[src/rtl/hex_digit_counter.sv]
`default_nettype none
// ============================================================================
//  Module   : hex_digit_counter
//  Purpose  : Single hex digit source for the 7-segment decoder stage. A rate
//             divider issues enable ticks at a speed-selectable period, and a
//             4-bit up/down counter with parallel load advances on each tick.
//             tick/wrap are provided so further digits can be cascaded.
//  Options  : define HEX_COUNTER_BCD_EN to restrict the count to 0..9
//             (decimal digit, load values above 9 saturate to 9).
//  Revision : 1.0 - initial release
// ============================================================================
module hex_digit_counter #(
  parameter int CLK_HZ = 50000000,
  parameter int DIV_W  = 28
) (
  input  logic       clock,
  input  logic       reset,
  input  logic       enable,
  input  logic [1:0] speed,
  input  logic       up_down,
  input  logic       load,
  input  logic [3:0] load_value,
  output logic [3:0] digit,
  output logic       tick,
  output logic       wrap
);

  // Periods are formed in 64 bits first so 4*CLK_HZ cannot overflow before
  // being narrowed to the divider width.
  localparam logic [63:0]      c_hz64      = 64'(CLK_HZ);
  localparam logic [DIV_W-1:0] c_reload_00 = '0;
  localparam logic [DIV_W-1:0] c_reload_01 = DIV_W'(c_hz64 - 64'd1);
  localparam logic [DIV_W-1:0] c_reload_10 = DIV_W'((c_hz64 * 64'd2) - 64'd1);
  localparam logic [DIV_W-1:0] c_reload_11 = DIV_W'((c_hz64 * 64'd4) - 64'd1);

`ifdef HEX_COUNTER_BCD_EN
  localparam logic [3:0] c_digit_max = 4'd9;
`else
  localparam logic [3:0] c_digit_max = 4'hF;
`endif

  logic [1:0]       r_speed_q;
  logic [DIV_W-1:0] r_divider;
  logic [3:0]       r_digit;

  logic [DIV_W-1:0] w_reload;
  logic             w_speed_change;
  logic             w_div_zero;
  logic             w_tick;
  logic             w_wrap;
  logic             w_at_max;
  logic             w_at_min;
  logic [3:0]       w_step_digit;
  logic [3:0]       w_load_digit;

  // Divider reload value (period minus one) for the currently selected speed.
  always_comb begin
    w_reload = c_reload_00;
    case (speed)
      2'b00:   w_reload = c_reload_00;
      2'b01:   w_reload = c_reload_01;
      2'b10:   w_reload = c_reload_10;
      2'b11:   w_reload = c_reload_11;
      default: w_reload = c_reload_00;
    endcase
  end

  assign w_speed_change = (speed != r_speed_q);
  assign w_div_zero     = (r_divider == '0);

  // tick is gated by reset so it stays low for the whole reset interval even
  // though the divider sits at zero during reset.
  assign w_tick = ~reset & enable & ~load & ~w_speed_change & w_div_zero;

  assign w_at_max = (r_digit >= c_digit_max);
  assign w_at_min = (r_digit == 4'd0);
  assign w_wrap   = w_tick & (up_down ? w_at_max : w_at_min);

  // Next counter value on a tick, rolling over at either end of the range.
  always_comb begin
    w_step_digit = r_digit;
    if (up_down) begin
      w_step_digit = w_at_max ? 4'd0 : (r_digit + 4'd1);
    end else begin
      w_step_digit = w_at_min ? c_digit_max : (r_digit - 4'd1);
    end
  end

  // Parallel load value; in decimal mode anything above 9 is clamped.
  always_comb begin
    w_load_digit = load_value;
`ifdef HEX_COUNTER_BCD_EN
    if (load_value > 4'd9) begin
      w_load_digit = 4'd9;
    end
`endif
  end

  // Track the previous speed selection to detect a change of rate.
  always_ff @(posedge clock or posedge reset) begin
    if (reset) begin
      r_speed_q <= 2'b00;
    end else begin
      r_speed_q <= speed;
    end
  end

  // Rate divider: reload on load/speed change/tick, count down while enabled.
  always_ff @(posedge clock or posedge reset) begin
    if (reset) begin
      r_divider <= '0;
    end else if (load || w_speed_change || w_tick) begin
      r_divider <= w_reload;
    end else if (enable) begin
      r_divider <= r_divider - DIV_W'(1);
    end
  end

  // Digit counter: load has priority, a speed change freezes it for a cycle.
  always_ff @(posedge clock or posedge reset) begin
    if (reset) begin
      r_digit <= 4'd0;
    end else if (load) begin
      r_digit <= w_load_digit;
    end else if (w_speed_change) begin
      r_digit <= r_digit;
    end else if (w_tick) begin
      r_digit <= w_step_digit;
    end
  end

  assign digit = r_digit;
  assign tick  = w_tick;
  assign wrap  = w_wrap;

endmodule
`default_nettype wire

[config.mk]
export PLATFORM = sky130hd
export DESIGN_NAME = hex_digit_counter
export DESIGN_NICKNAME = d
export VERILOG_FILES = /design/src/rtl/hex_digit_counter.sv
export SDC_FILE = /design/constraint.sdc
export NUM_CORES = 1
export LEC_CHECK = 0
export BUFFER_PORTS_ARGS = -buffer_cell sky130_fd_sc_hd__buf_2
export CORE_ASPECT_RATIO = 0.5
export CORE_MARGIN = 2
export CORE_UTILIZATION = 56
export DETAILED_ROUTE_END_ITERATION = 10
export PLACE_DENSITY = 0.75
export SYNTH_ARGS = -nofsm -noshare
export SYNTH_HDL_FRONTEND = slang
export SYNTH_SLANG_ARGS = --single-unit
[constraint.sdc]
create_clock -name clock -period 2.7 [get_ports clock]
set_input_delay 0.135 -clock clock [delete_from_list [all_inputs] [get_ports clock]]
set_output_delay 0.135 -clock clock [all_outputs]
set_load 0.02 [all_outputs]
==> flow_metrics.py, run 1 <==
metrics = {
    "yosys": {
        "synth.distinct_cells": 43,
        "yosysMostFrequentCell": "dfrtp_1",
        "synth_nets": 234,
        "yosys_warnings": 0,
        "synth_top_flop_cell": "dfrtp_1",
        "ys_top_cells_by_count": "dfrtp_1, a21oi_1, xnor2_1",
        "synth_top_area_frac": 0.403,
        "synth_area_per_cell_sq_um": 9.82,
        "synth_seq_cells": 34,
        "syn_area_sq_mm": 0.00211,
        "async_flop_share": 1.00,
        "yosysTopAreaCell": "dfrtp_1",
        "synth_edf_count": 0,
        "syn_inst": 215,
        "ys_seq_area_frac": 0.403,
        "synthTopCellsByArea": "dfrtp_1, xnor2_1, a21oi_1, ha_1, buf_6",
    },
    "setup_path": {
        "crit_arrival_ns": 2.61,
        "crit_path_end_kind": "flip-flop",
        "r2r_cells": 5,
        "worstSetupPathType": "reg -> reg",
        "cp_slowest_cell": "o31a_1",
        "start_kind": "flip-flop",
        "cp_max_fo": 22,
        "worstPathCellList": "or4_4 -> nand2b_4 -> o31a_1 -> nor2b_4 -> a31oi_1",
        "max_stage_delay_ns": 0.61,
        "worstPathRequired_ns": 2.83,
    },
    "grt": {
        "grt_max_degree": 33,
        "grt_antenna_before_repair": 0,
        "overflow": 0,
        "grt_pass1_wl_um": 7130,
        "grt_pass1_vias": 1524,
        "groute.usage.overall": 0.223,
    },
    "cts": {
        "post_cts_resized": 0,
        "cts.htree.levels": 2,
        "cts_buffer_depth": 2,
        "clockRootBuffer": "clkbuf_8",
        "cts_tree": "yes",
        "clk_pin_slew_worst_paths_ns": 0.07,
        "cts_made_buffers": 5,
        "cts.sinks": 34,
        "post-cts-setup-buffers": 0,
        "worst_skew_pair.late_latency_ns": 0.29,
    },
    "sta": {
        "clock.fmax_mhz": 403,
        "layout_min_cycle_time_ns": 2.48,
        "fin_ws_ns": 0.221,
        "fin_crit_sh": 0.918,
        "hold_viol_final": 0,
        "fin_tns_setup_ns": 0,
        "rsz0062_at_grt": "no",
        "whs_ns": 0.0273,
        "slew_violations": 0,
        "relSlewSlack": 0.410,
        "final.setup_skew_ns": 0.00665,
        "setup-violations-final": 0,
        "worstMarginPinSlew_ns": 0.885,
    },
    "final_layout": {
        "multi_input_area_sq_mm": 0.00114,
        "nets": 253,
        "drive_above_1_share": 0.183,
        "fillers": 299,
        "final_cells": 286,
        "area_delta_synth_final_pct": 9.24,
        "finalCoreUtilization": 0.654,
        "regArea_sq_um": 851,
        "stdcell_area_sq_mm": 0.00231,
        "antennaDiodeCount": 0,
    },
    "route": {
        "drt_iter0_markers": 78,
        "drcViolationCount": 0,
        "post_drt_wl_per_cell_um": 14.7,
        "routed_wl_um": 4200,
        "vias": 1651,
        "firstDrtPassIters": 4,
        "vias_per_cell": 5.77,
        "antenna_left": 0,
    },
    "worst_hold_path": {
        "hp-class": "in -> reg",
        "hold_depth": 1,
    },
    "flow_run": {
        "drv_cap": 0,
    },
    "floorplan": {
        "die_w_um": 90.9,
        "core_sq_mm": 0.00353,
        "start_util": 0.599,
        "die_h_um": 47.4,
        "num_rows": 15,
        "pin_count": 17,
        "dieArea_sq_mm": 0.00431,
    },
    "run_status": {
        "outcome": "finished clean",
    },
    "power_and_ir_drop": {
        "p_leak_nw": 0.900,
        "max-vdd-ir-drop_mv": 0.229,
        "power_mw": 1.19,
        "p_per_area_mw_per_mm2": 514,
    },
    "placement": {
        "post-place-ws_ns": 0.225,
        "place_inst": 277,
        "gp_congestion": 0.876,
        "dp_hpwl_um": 3010,
        "io_buffers": 16,
        "dpl_cell_area_sq_mm": 0.00221,
    },
}
==> critical path: cells and delay by family (launching register included) <==
family / cells / cell delay, ns
AOI/OAI and AO/OA: 2 / 0.68
DFF: 1 / 0.43
and+or+nand+nor: 3 / 1.19
==> report_power, final <==
| group | leakage (nW) | total [mW] | internal, mW | switching (mW) |
|---|---|---|---|---|
| registers | 0.394 | 0.611 | 0.555 | 0.0565 |
| clock network | 0.0482 | 0.384 | 0.205 | 0.178 |
| logic | 0.457 | 0.190 | 0.0820 | 0.108 |
==> cell families (layout without fill, tap and decap cells) <==
kind of cell / Yosys count / in the layout / share of synthesized area
compound gates: 45 / 45 / 0.124
xor+xnor: 26 / 26 / 0.108
mux: 4 / 4 / 0.0190
flops: 34 / 34 / 0.403
simple gates: 79 / 79 / 0.241
fa+ha+maj: 8 / 8 / 0.0474
buf+inv: 19 / 39 / 0.0575
==> cell usage in the layout (no fill, tap or decap), types with 2 or more instances in the layout <==
| cell | netlist | layout |
|---|---|---|
| buf_4 | 1 | 5 |
| nor2_2 | 2 | 2 |
| buf_2 | 1 | 16 |
| or4_1 | 3 | 3 |
| nor3_1 | 10 | 10 |
| xor2_1 | 6 | 6 |
| nor4_2 | 4 | 4 |
| mux2i_1 | 4 | 4 |
| and2_1 | 3 | 3 |
| o31a_1 | 3 | 3 |
| dfrtp_1 | 34 | 34 |
| o21ai_0 | 6 | 6 |
| nor4_1 | 10 | 10 |
| a31oi_1 | 2 | 2 |
| o31ai_1 | 3 | 3 |
| or3_1 | 3 | 3 |
| xnor2_1 | 20 | 20 |
| clkbuf_8 | 0 | 6 |
| inv_1 | 9 | 9 |
| a21oi_1 | 26 | 26 |
| nor2_1 | 14 | 14 |
| ha_1 | 8 | 8 |
| nor3_2 | 2 | 2 |
| nor3b_1 | 2 | 2 |
| nand4_1 | 3 | 3 |
| nand3_1 | 3 | 3 |
| nand2_1 | 10 | 10 |
==> repair_timing <==
| action | in CTS | in global routing |
|---|---|---|
| hold buffers | 1 | 0 |
| endpoints found under the setup margin | 0 | 0 |
| endpoints found under the hold margin | 2 | 0 |
==> per-layer routing <==
layer,part of all wire,track usage
met1,0.47,0.279
met2,0.47,0.393
met3,0.048,0.0520
met4,0.015,0.100
met5,0,0
==> final timing paths <==
check,from,to,slack [ns]
max,r_divider[14]$_DFFE_PP0P_,r_divider[4]$_DFFE_PP0P_,0.22
min,speed[0],r_speed_q[0]$_DFF_PP0_,0.03
max reg2reg,r_divider[14]$_DFFE_PP0P_,r_divider[4]$_DFFE_PP0P_,0.22
min reg2reg,r_divider[26]$_DFFE_PP0P_,r_divider[26]$_DFFE_PP0P_,0.59
max in group asynchronous,reset,digit[1]$_DFFE_PP0P_,1.83
min in group asynchronous,reset,digit[2]$_DFFE_PP0P_,0.27
==> final cells by class <==
type | instances | area share
multi-input cells | 162 | 0.494
flip-flops and latches | 34 | 0.369
repair buffers | 22 | 0.0553
clock buffers | 7 | 0.0374
well taps | 51 | 0.0277
inverters | 9 | 0.0146
clock inverters | 1 | 0.00217
==> sequential cells by signal, indices dropped and copies added, names as in the netlist <==
signal     cells
r_divider     28
digit          4
r_speed_q      2
Note: power is estimated with default switching activity, not from simulation.
==> run 2: changes to the inputs <==
--- a/config.mk
+++ b/config.mk
@@ -11,6 +11,7 @@
 export CORE_UTILIZATION = 56
 export DETAILED_ROUTE_END_ITERATION = 10
 export PLACE_DENSITY = 0.75
+export REMOVE_ABC_BUFFERS = 1
 export SYNTH_ARGS = -nofsm -noshare
 export SYNTH_HDL_FRONTEND = slang
 export SYNTH_SLANG_ARGS = --single-unit
==> flow_metrics.py, run 2 (same netlist as run 1, synthesis figures left out) <==
metrics = {
    "run_status": {
        "outcome": "finished clean",
    },
    "power_and_ir_drop": {
        "power_mw": 1.26,
        "p_per_area_mw_per_mm2": 541,
        "max-vdd-ir-drop_mv": 0.235,
        "p_leak_nw": 0.909,
    },
    "floorplan": {
        "pin_count": 17,
        "dieArea_sq_mm": 0.00431,
        "core_sq_mm": 0.00353,
        "start_util": 0.599,
        "die_w_um": 90.9,
        "num_rows": 15,
        "die_h_um": 47.4,
    },
    "final_layout": {
        "area_delta_synth_final_pct": 10.1,
        "nets": 253,
        "antennaDiodeCount": 0,
        "final_cells": 286,
        "fillers": 288,
        "mostFrequentLayoutCell": "dfrtp_1",
        "stdcell_area_sq_mm": 0.00232,
        "finalCoreUtilization": 0.659,
        "top_register": "r_divider",
        "drive_above_1_share": 0.187,
        "largest_reg_flops": 28,
        "final_cell_mix": "dfrtp_1, a21oi_1, xnor2_1",
    },
    "setup_path": {
        "worstPathRequired_ns": 2.57,
        "rrSetupSlack_ns": 0.39,
        "crit_buf_inv": 2,
        "crit_arrival_ns": 2.21,
        "worstPathCellList": "nor4_1 -> nand3_2 -> buf_4 -> nor4_1 -> buf_2",
        "max_stage_delay_ns": 0.52,
        "crit_family": "simple AND/OR/NAND/NOR gates",
        "cp_slowest_cell": "nor4_1",
        "start_kind": "flip-flop",
        "cp_common_cell": "nor4_1",
        "worstSetupPathType": "reg -> out",
        "cp_max_fo": 11,
        "crit_path_end_kind": "output pin",
    },
    "sta": {
        "worstMarginPinSlew_ns": 0.540,
        "rsz0062_at_grt": "no",
        "relSlewSlack": 0.640,
        "clock.fmax_mhz": 427,
        "layout_min_cycle_time_ns": 2.34,
        "whs_ns": 0.0207,
        "fin_crit_sh": 0.868,
        "fin_ws_ns": 0.357,
        "final.setup_skew_ns": 0.00795,
        "setup-violations-final": 0,
        "slew_violations": 0,
        "fin_tns_setup_ns": 0,
        "hold_viol_final": 0,
    },
    "placement": {
        "io_buffers": 16,
        "dp_hpwl_um": 3150,
        "post-place-ws_ns": 0.396,
        "gp_congestion": 0.787,
        "dpl_cell_area_sq_mm": 0.00221,
        "place_inst": 277,
    },
    "grt": {
        "groute.usage.overall": 0.218,
        "grt-busiest-layer": "met2",
        "grt_pass1_wl_um": 7160,
        "use_met3": 0.0425,
        "grt_antenna_before_repair": 0,
        "grt_max_degree": 35,
        "use_met2": 0.388,
        "grt_pass1_vias": 1528,
        "use_met1": 0.291,
        "overflow": 0,
    },
    "cts": {
        "cts_made_buffers": 5,
        "clockRootBuffer": "clkbuf_8",
        "cts_tree": "yes",
        "post_cts_resized": 0,
        "cts_buffer_depth": 2,
        "cts.htree.levels": 2,
        "worst_skew_pair.late_latency_ns": 0.29,
        "cts.sinks": 34,
        "clk_pin_slew_worst_paths_ns": 0.07,
        "post-cts-setup-buffers": 0,
        "cts_hold_buf": 1,
    },
    "flow_run": {
        "drv_cap": 0,
    },
    "route": {
        "vias": 1635,
        "routed_wl_um": 4320,
        "vias_per_cell": 5.72,
        "drt_iter0_markers": 88,
        "antenna_left": 0,
        "post_drt_wl_per_cell_um": 15.1,
        "drcViolationCount": 0,
        "firstDrtPassIters": 4,
    },
    "worst_hold_path": {
        "hp-class": "in -> reg",
    },
}
## run 2: changes by cell type in the layout (fill, tap and decap cells not counted)
cell / delta
clkbuf_1: -1
clkinv_2: +1
clkbuf_8: -1
bufinv_16: +1
## run 2: final timing paths
| path | startpoint | to | cells past startpoint |
|---|---|---|---|
| setup / recovery | r_divider[13]$_DFFE_PP0P_ | wrap | 5 |
| hold / removal | speed[1] | r_speed_q[1]$_DFF_PP0_ | 1 |
| setup reg to reg | r_divider[14]$_DFFE_PP0P_ | r_divider[2]$_DFFE_PP0P_ | 5 |
| hold reg to reg | r_divider[26]$_DFFE_PP0P_ | r_divider[26]$_DFFE_PP0P_ | 2 |
| max in group asynchronous | reset | r_divider[3]$_DFFE_PP0P_ | 4 |
| min in group asynchronous | reset | r_speed_q[0]$_DFF_PP0_ | 4 |
## run 2: cell type report
class	count	area (sq um)	share of cell area
inverter	9	33.8	0.0145
timing repair buffer	22	128	0.0549
sequential	34	851	0.366
clock inverter	3	40.0	0.0172
multi-input combinational	162	1140	0.490
clock buffer	5	68.8	0.0296
tap	51	63.8	0.0274
## run 2: report_power, final
group | internal (mW) | switching [mW] | total, mW
Sequential | 0.555 | 0.0571 | 0.612
Clock | 0.271 | 0.183 | 0.454
Combinational | 0.0830 | 0.109 | 0.192
Total | 0.909 | 0.349 | 1.26
## run 2: routing by layer
metal  up-vias  wire length [um]
li1        812                 -
met1       780              2070
met2        40              2010
met3         3               222
met4         0                13
met5         -                 0
